==> config.mk <==
export PLATFORM = sky130hd
export DESIGN_NAME = alu_arbiter2_flat
export DESIGN_NICKNAME = d
export VERILOG_FILES = /design/src/rtl/alu_arbiter2_if.sv /design/src/rtl/alu_arbiter2.sv /design/src/flat_wrapper.sv
export SDC_FILE = /design/constraint.sdc
export NUM_CORES = 1
export LEC_CHECK = 0
export CAP_MARGIN = 20
export CORE_MARGIN = 10
export CORE_UTILIZATION = 35
export DETAILED_ROUTE_END_ITERATION = 8
export GPL_ROUTABILITY_DRIVEN = 0
export GPL_TIMING_DRIVEN = 0
export PLACE_DENSITY = 0.78
export SYNTH_ARGS = -nofsm -noshare
export SYNTH_HDL_FRONTEND = slang
export SYNTH_SLANG_ARGS = --single-unit
==> constraint.sdc <==
create_clock -name clk -period 1.5 [get_ports clk]
set_clock_uncertainty 0.15 [all_clocks]
set_input_delay 0.225 -clock clk [delete_from_list [all_inputs] [get_ports clk]]
set_output_delay 0.225 -clock clk [all_outputs]
set_load 0.02 [all_outputs]
==> src/rtl/alu_arbiter2_if.sv <==
// Shared-ALU bus between the arbiter and the ALU it drives.
//   master (arbiter): alu_start, alu_op, alu_a, alu_b out; alu_done, alu_result in
//   slave  (ALU)    : the reverse directions
interface alu_arbiter2_if #(
  parameter int unsigned WIDTH = 32
);
  logic             alu_start;
  logic [3:0]       alu_op;
  logic [WIDTH-1:0] alu_a;
  logic [WIDTH-1:0] alu_b;
  logic             alu_done;
  logic [WIDTH-1:0] alu_result;

  modport master (
    output alu_start, alu_op, alu_a, alu_b,
    input  alu_done, alu_result
  );

  modport slave (
    input  alu_start, alu_op, alu_a, alu_b,
    output alu_done, alu_result
  );
endinterface

==> src/rtl/alu_arbiter2.sv <==
// Two-requester round-robin arbiter in front of a single shared ALU.
// A granted request is latched, issued to the ALU with a one-cycle start
// pulse, and completed either by alu_done or by a WAIT-cycle timeout.
// Ports:
//   clk, rst            clock, synchronous active-high reset
//   req0/req1           operation requests
//   op0/op1, a0/b0/a1/b1 opcode and operands per requester
//   gnt0/gnt1           grant held from START through DONE
//   alu (master)        shared ALU bus (start/op/a/b out, done/result in)
//   ack0/ack1           one-cycle completion pulse to the granted requester
//   result              registered result, valid in the ack cycle, held after
//   err                 timeout flag, pulses with ack
module alu_arbiter2 #(
  parameter int unsigned WIDTH   = 32,
  parameter int unsigned TIMEOUT = 15
) (
  input  logic             clk,
  input  logic             rst,
  input  logic             req0,
  input  logic             req1,
  input  logic [3:0]       op0,
  input  logic [3:0]       op1,
  input  logic [WIDTH-1:0] a0,
  input  logic [WIDTH-1:0] b0,
  input  logic [WIDTH-1:0] a1,
  input  logic [WIDTH-1:0] b1,
  output logic             gnt0,
  output logic             gnt1,
  alu_arbiter2_if.master   alu,
  output logic             ack0,
  output logic             ack1,
  output logic [WIDTH-1:0] result,
  output logic             err
);

  localparam int unsigned CW = (TIMEOUT < 2) ? 1 : $clog2(TIMEOUT + 1);

  typedef enum logic [1:0] {S_IDLE, S_START, S_WAIT, S_DONE} state_t;

  state_t           r_state;
  state_t           w_next;
  logic             r_gnt0;
  logic             r_gnt1;
  logic             r_last;   // 1 = requester 1 served last
  logic [3:0]       r_op;
  logic [WIDTH-1:0] r_a;
  logic [WIDTH-1:0] r_b;
  logic [WIDTH-1:0] r_result;
  logic             r_err;
  logic [CW-1:0]    r_cnt;    // completed WAIT cycles without alu_done
  logic             w_pick0;
  logic             w_pick1;
  logic             w_timeout;

  always_comb begin
    w_next    = r_state;
    w_pick0   = 1'b0;
    w_pick1   = 1'b0;
    w_timeout = 1'b0;
    case (r_state)
      S_IDLE: begin
        // On a tie, serve whoever was not served last.
        if (req0 && (!req1 || r_last)) w_pick0 = 1'b1;
        else if (req1)                 w_pick1 = 1'b1;
        if (w_pick0 || w_pick1) w_next = S_START;
      end
      S_START: w_next = S_WAIT;
      S_WAIT: begin
        // alu_done takes priority over a timeout in the same cycle.
        if (alu.alu_done) begin
          w_next = S_DONE;
        end else if (r_cnt == CW'(TIMEOUT - 1)) begin
          w_next    = S_DONE;
          w_timeout = 1'b1;
        end
      end
      S_DONE:  w_next = S_IDLE;
      default: w_next = S_IDLE;
    endcase
  end

  always_ff @(posedge clk) begin
    if (rst) begin
      r_state  <= S_IDLE;
      r_gnt0   <= 1'b0;
      r_gnt1   <= 1'b0;
      r_last   <= 1'b1;
      r_op     <= '0;
      r_a      <= '0;
      r_b      <= '0;
      r_result <= '0;
      r_err    <= 1'b0;
      r_cnt    <= '0;
    end else begin
      r_state <= w_next;
      case (r_state)
        S_IDLE: begin
          if (w_pick0) begin
            r_gnt0 <= 1'b1;
            r_op   <= op0;
            r_a    <= a0;
            r_b    <= b0;
          end else if (w_pick1) begin
            r_gnt1 <= 1'b1;
            r_op   <= op1;
            r_a    <= a1;
            r_b    <= b1;
          end
        end
        S_WAIT: begin
          if (alu.alu_done) begin
            r_result <= alu.alu_result;
            r_err    <= 1'b0;
            r_cnt    <= '0;
          end else if (w_timeout) begin
            r_result <= '0;
            r_err    <= 1'b1;
            r_cnt    <= '0;
          end else begin
            r_cnt <= r_cnt + CW'(1);
          end
        end
        S_DONE: begin
          r_last <= r_gnt1;
          r_gnt0 <= 1'b0;
          r_gnt1 <= 1'b0;
          r_err  <= 1'b0;
        end
        default: ;
      endcase
    end
  end

  assign gnt0          = r_gnt0;
  assign gnt1          = r_gnt1;
  assign alu.alu_start = (r_state == S_START);
  // Latched operands are visible only while an operation is in flight.
  assign alu.alu_op    = (r_state == S_IDLE) ? '0 : r_op;
  assign alu.alu_a     = (r_state == S_IDLE) ? '0 : r_a;
  assign alu.alu_b     = (r_state == S_IDLE) ? '0 : r_b;
  assign ack0          = (r_state == S_DONE) && r_gnt0;
  assign ack1          = (r_state == S_DONE) && r_gnt1;
  assign result        = r_result;
  assign err           = r_err;

endmodule

==> src/flat_wrapper.sv <==
// flat-port wrapper written by rule: the top's interface ports become plain ports
module alu_arbiter2_flat 
#(
  parameter int unsigned WIDTH   = 32,
  parameter int unsigned TIMEOUT = 15
)
  (clk, rst, req0, req1, op0, op1, a0, b0, a1, b1, gnt0, gnt1, ack0, ack1, result, err, alu_alu_start, alu_alu_op, alu_alu_a, alu_alu_b, alu_alu_done, alu_alu_result);
  alu_arbiter2_if #(.WIDTH(WIDTH)) alu_i ();
  input  logic clk;
  input  logic rst;
  input  logic req0;
  input  logic req1;
  input  logic [3:0] op0;
  input  logic [3:0] op1;
  input  logic [WIDTH-1:0] a0;
  input  logic [WIDTH-1:0] b0;
  input  logic [WIDTH-1:0] a1;
  input  logic [WIDTH-1:0] b1;
  output logic gnt0;
  output logic gnt1;
  output logic ack0;
  output logic ack1;
  output logic [WIDTH-1:0] result;
  output logic err;
  output wire logic [$bits(alu_i.alu_start)-1:0] alu_alu_start;
  output wire logic [$bits(alu_i.alu_op)-1:0] alu_alu_op;
  output wire logic [$bits(alu_i.alu_a)-1:0] alu_alu_a;
  output wire logic [$bits(alu_i.alu_b)-1:0] alu_alu_b;
  input wire logic [$bits(alu_i.alu_done)-1:0] alu_alu_done;
  input wire logic [$bits(alu_i.alu_result)-1:0] alu_alu_result;
  assign alu_alu_start = alu_i.alu_start;
  assign alu_alu_op = alu_i.alu_op;
  assign alu_alu_a = alu_i.alu_a;
  assign alu_alu_b = alu_i.alu_b;
  assign alu_i.alu_done = alu_alu_done;
  assign alu_i.alu_result = alu_alu_result;
  alu_arbiter2 #(.WIDTH(WIDTH), .TIMEOUT(TIMEOUT)) u_core (.clk(clk), .rst(rst), .req0(req0), .req1(req1), .op0(op0), .op1(op1), .a0(a0), .b0(b0), .a1(a1), .b1(b1), .gnt0(gnt0), .gnt1(gnt1), .alu(alu_i), .ack0(ack0), .ack1(ack1), .result(result), .err(err));
endmodule
; Yosys cells after proc, flatten, opt, wreduce, memory -nomap -nowiden
; Index checks and enable logic that the tools add are counted.
[totals]
regBits = 110
elab_cells = 73
inputBits = 173
output_inout_bits = 106
[op_classes]
reduce_logical = 17
eq_ne = 10
muxes = 35
addsub = 1
[op_table]
columns = operator, count
row1 = $mux 32, 8
row2 = $mux 4, 5
row3 = $mux 1, 15
row4 = $reduce_and 2->1, 5
row5 = $pmux 2 s4, 1
row6 = $reduce_bool 2->1, 4
row7 = $mux 2, 3
row8 = $ne 2x1->1 const B, 3
row9 = $ne 3x2->1 const B, 2
row10 = $pmux 1 s2, 3
row11 = $add 4x1->4 const B, 1
row12 = $eq 2x2->1 const B, 2
row13 = $eq 4x4->1 const B, 1
row14 = $logic_and 1x1->1, 3
row15 = $reduce_and 3->1, 1
row16 = $eq 2x1->1 const B, 1
row17 = $logic_not 2->1, 1
row18 = $logic_or 1x1->1, 2
row19 = $ne 2x2->1 const B, 1
row20 = $logic_not 1->1, 1

; Logic depth before layout (Yosys ltp)
[depth]
word_depth = 9
depth_mapped = 8

; Least setup slack after synthesis
; Ideal clock, no wire load.
[synth_path]
path_kind = register -> output
from = reg u_core.r_state[0]
to = out alu_alu_a[18]
t_required_ps = 1125
slack_ps = -238
t_arrival_ps = 1363
path_stages_with_launch = 6
path_cell_list = dfxtp_1 -> inv_1 -> ha_1 -> buf_2 -> buf_1 -> nor2b_1
[synth_between]
elab_chain_cells = 2
[synth_rtl]
columns = element, line_no
row1 = start: declaration, alu_arbiter2.sv:40  ; state_t r_state;
row2 = start signal: assignment, alu_arbiter2.sv:95  ; r_state <= w_next;
row3 = $logic_not 2->1, alu_arbiter2.sv:139  ; assign alu.alu_a = (r_state == S_IDLE) ? '0 : r_a;
row4 = $mux 32, alu_arbiter2.sv:139
row5 = end: declaration, flat_wrapper.sv:27  ; output wire logic [$bits(alu_i.alu_a)-1:0] alu_alu_a;
; No other way between the ends.

; Final worst setup path
[layout_path]
from = reg u_core.r_state[1]
to = out alu_alu_a[5]
; The elaborated chain is that of the path after synthesis.

==> metrics.csv <==
metric,value,unit
antenna_found_initial,0,
grt_overflow_total,0,
power_frac_seq,0.231,
remaining_drc_errors,0,
cts_tree,built,
worst_pin_slew,0.745,ns
hold_viol_final,0,
fin_nets,1030,
cts_sinks,110,
rsz0062_at_grt,yes,
clk_path_buf_depth,2,
clkPwrFrac,0.133,
drive_above_1_share,0.375,
cp_data_arrival_time,1.60,ns
ir_drop,1.27,mV
core_area,0.0134,sq mm
start_kind,flip-flop,
violations,negative setup slack,
power,18.9,mW
power.internal,11.4,mW
layout_common_cells,"clkdlybuf4s50_1 (197), dfxtp_1 (108), o22ai_1 (68)",
grtUsageTotal,0.206,
fin_crit,1.98,ns
timing.final.crit_share,1.32,
setup_viol,207,
dpl-instance-area,0.00825,sq mm
htreeDepth,3,
combPwrFrac,0.636,
hp-class,in -> reg,
row_count,42,
ios,279,
switching_share,0.397,
syn_nets,700,
fmax,0.506,GHz
syn_avg_cell_area,9.32,sq um
slew_headroom,0.504,
p_switching,7.51,mW
synthCells,521,
die_h,138,um
first_pass_iters,4,
start_util,0.362,
post-route-cell-area,0.00969,sq mm
final_common_cell,clkdlybuf4s50_1,
postRouteAntennaNets,0,
cellPowerDensity,1950,mW/mm^2
path_clk_slew,0.08,ns
numCtsBuffers,9,
first_iter_violations,201,
routed_wirelength,21700,um
dp_cells,974,
grt_max_degree,20,
worst-path-max-fanout,11,
via_per_inst,5.21,
n_antenna_cell,0,
num_vias,5375,
synth_area,0.00486,sq mm
leakage,3.84,nW
synth-seq-cells,110,
status,finished with violations,
io_buffers,277,
yosys_warnings,0,
critPathCaptureType,primary output,
worstSetupPathType,reg -> out,
dieArea,0.0190,sq mm
finalNonFillerCells,1032,
drv_slew,0,
drv_cap,0,
hpwl,15700,um
synthDistinctLibCells,37,
syn2layout_area_growth,99.6,%
grt_pass1_wl,30600,um
timing.final.ws_setup,-0.476,ns
yosysSeqAreaShare,0.453,
first_global_vias,5643,
cts-root-buf,clkbuf_16,
worstSkewPairLatency,0.37,ns
wl_per_cell,21.0,um
cp_data_required_time,1.12,ns
die_w,138,um
[state kept, by name, summed over array words and instances, names as in the netlist]
signal,count
u_core.r_a,32
u_core.r_b,32
u_core.result,32
u_core.r_cnt,4
u_core.r_op,4
u_core.r_state,2
u_core.err,1
u_core.gnt0,1
u_core.gnt1,1
u_core.r_last,1
[path summary, 6_finish.rpt]
| kind | start | endpoint | slack [ns] | depth (start not counted) |
|---|---|---|---|---|
| hold reg to reg | u_core.result[4] | u_core.result[4] | 0.33 | 1 |
| setup reg to reg | u_core.r_state[1] | u_core.r_b[30] | -0.44 | 10 |
| hold / removal | rst | u_core.gnt0 | 0.11 | 3 |
| setup / recovery | u_core.r_state[1] | alu_alu_a[5] | -0.48 | 6 |
[per-layer routing]
layer  wire length [um]  share of wire  track usage
met2              11400           0.52        0.375
met4                429          0.020       0.0574
met5                  0              0            0
met3               1660          0.076       0.0655
met1               8230           0.38        0.223
[logic make-up (layout without fill, tap and decap cells)]
| kind of cell | after synthesis | count (layout) | share of synthesized area |
|---|---|---|---|
| compound gates | 180 | 180 | 0.289 |
| buf+inv | 60 | 395 | 0.0642 |
| fa+ha+maj | 6 | 6 | 0.0155 |
| xor+xnor | 2 | 2 | 0.00361 |
| flops | 110 | 110 | 0.453 |
| simple gates | 161 | 161 | 0.170 |
| mux | 2 | 2 | 0.00438 |
[final cells by class]
type | instances | area [sq um]
inverters | 6 | 32.5
flip-flops and latches | 110 | 2210
well taps | 176 | 220
fillers | 961 | 3710
plain buffers | 51 | 515
repair buffers | 322 | 3340
clock inverters | 6 | 73.8
multi-input cells | 351 | 3070
clock buffers | 10 | 239
[power groups by stage]
stage | Combinational, mW | Sequential [mW] | Clock (mW)
global route | 12.7 | 4.45 | 2.66
detailed placement | 8.28 | 4.30 | 0
global placement | 8.09 | 4.24 | 0
CTS | 10.3 | 4.27 | 2.55
floorplan | 5.16 | 4.32 | 0
finish | 12.0 | 4.37 | 2.52
[worst max-delay path: stages, from the launching register on]
cell	delay [ns]
dfxtp_4	0.39
inv_4	0.05
ha_4	0.19
buf_12	0.16
clkbuf_16	0.17
nor2b_4	0.13
buf_6	0.13
[stage by stage]
stage	setup TNS (ns)	hold slack, ns	worst slack (ns)	util
5_1_grt	-81.56	0.128	-0.516	0.723
6_report	-71.39	0.108	-0.476	0.723
3_3_place_gp	-91.31	0.312	-0.738	0.616
4_1_cts	-62.37	0.107	-0.462	0.675
2_1_floorplan	0	0.200	0.00562	-
3_5_place_dp	-96.16	0.316	-0.768	0.616
[synthesized netlist by cell type]
cell / instances / area, sq um
a211o_1: 1 / 8.76
a211oi_1: 49 / 368
a211oi_2: 20 / 250
a21bo_1: 1 / 10.0
a21oi_1: 2 / 10.0
a21oi_2: 1 / 8.76
a22o_1: 32 / 280
a22oi_1: 1 / 7.51
a2bb2oi_1: 1 / 8.76
a31oi_1: 2 / 12.5
and2_1: 4 / 25.0
and3_1: 1 / 6.26
and4_1: 1 / 8.76
buf_1: 1 / 3.75
buf_2: 24 / 120
buf_4: 7 / 52.6
buf_6: 4 / 45.0
clkbuf_1: 18 / 67.6
dfxtp_1: 110 / 2200
ha_1: 6 / 75.1
inv_1: 5 / 18.8
inv_2: 1 / 3.75
mux2_2: 1 / 11.3
mux2i_1: 1 / 10.0
nand2_1: 2 / 7.51
nand2b_1: 1 / 6.26
nand4_1: 1 / 6.26
nor2_1: 77 / 289
nor2_4: 1 / 11.3
nor2b_1: 69 / 432
nor3_1: 2 / 10.0
nor3b_2: 1 / 12.5
o21ai_0: 1 / 5.00
o21ai_2: 1 / 8.76
o22ai_1: 68 / 425
or4b_2: 1 / 10.0
xnor2_1: 2 / 17.5
[what timing repair did]
item	4_1_cts	5_1_grt
endpoints found under the setup margin	213	212
pin swaps	16	36
gates cloned	9	5
setup buffers	18	15
hold buffers	0	0
resized for setup	443	133
Power figures use the tool's default switching activity.
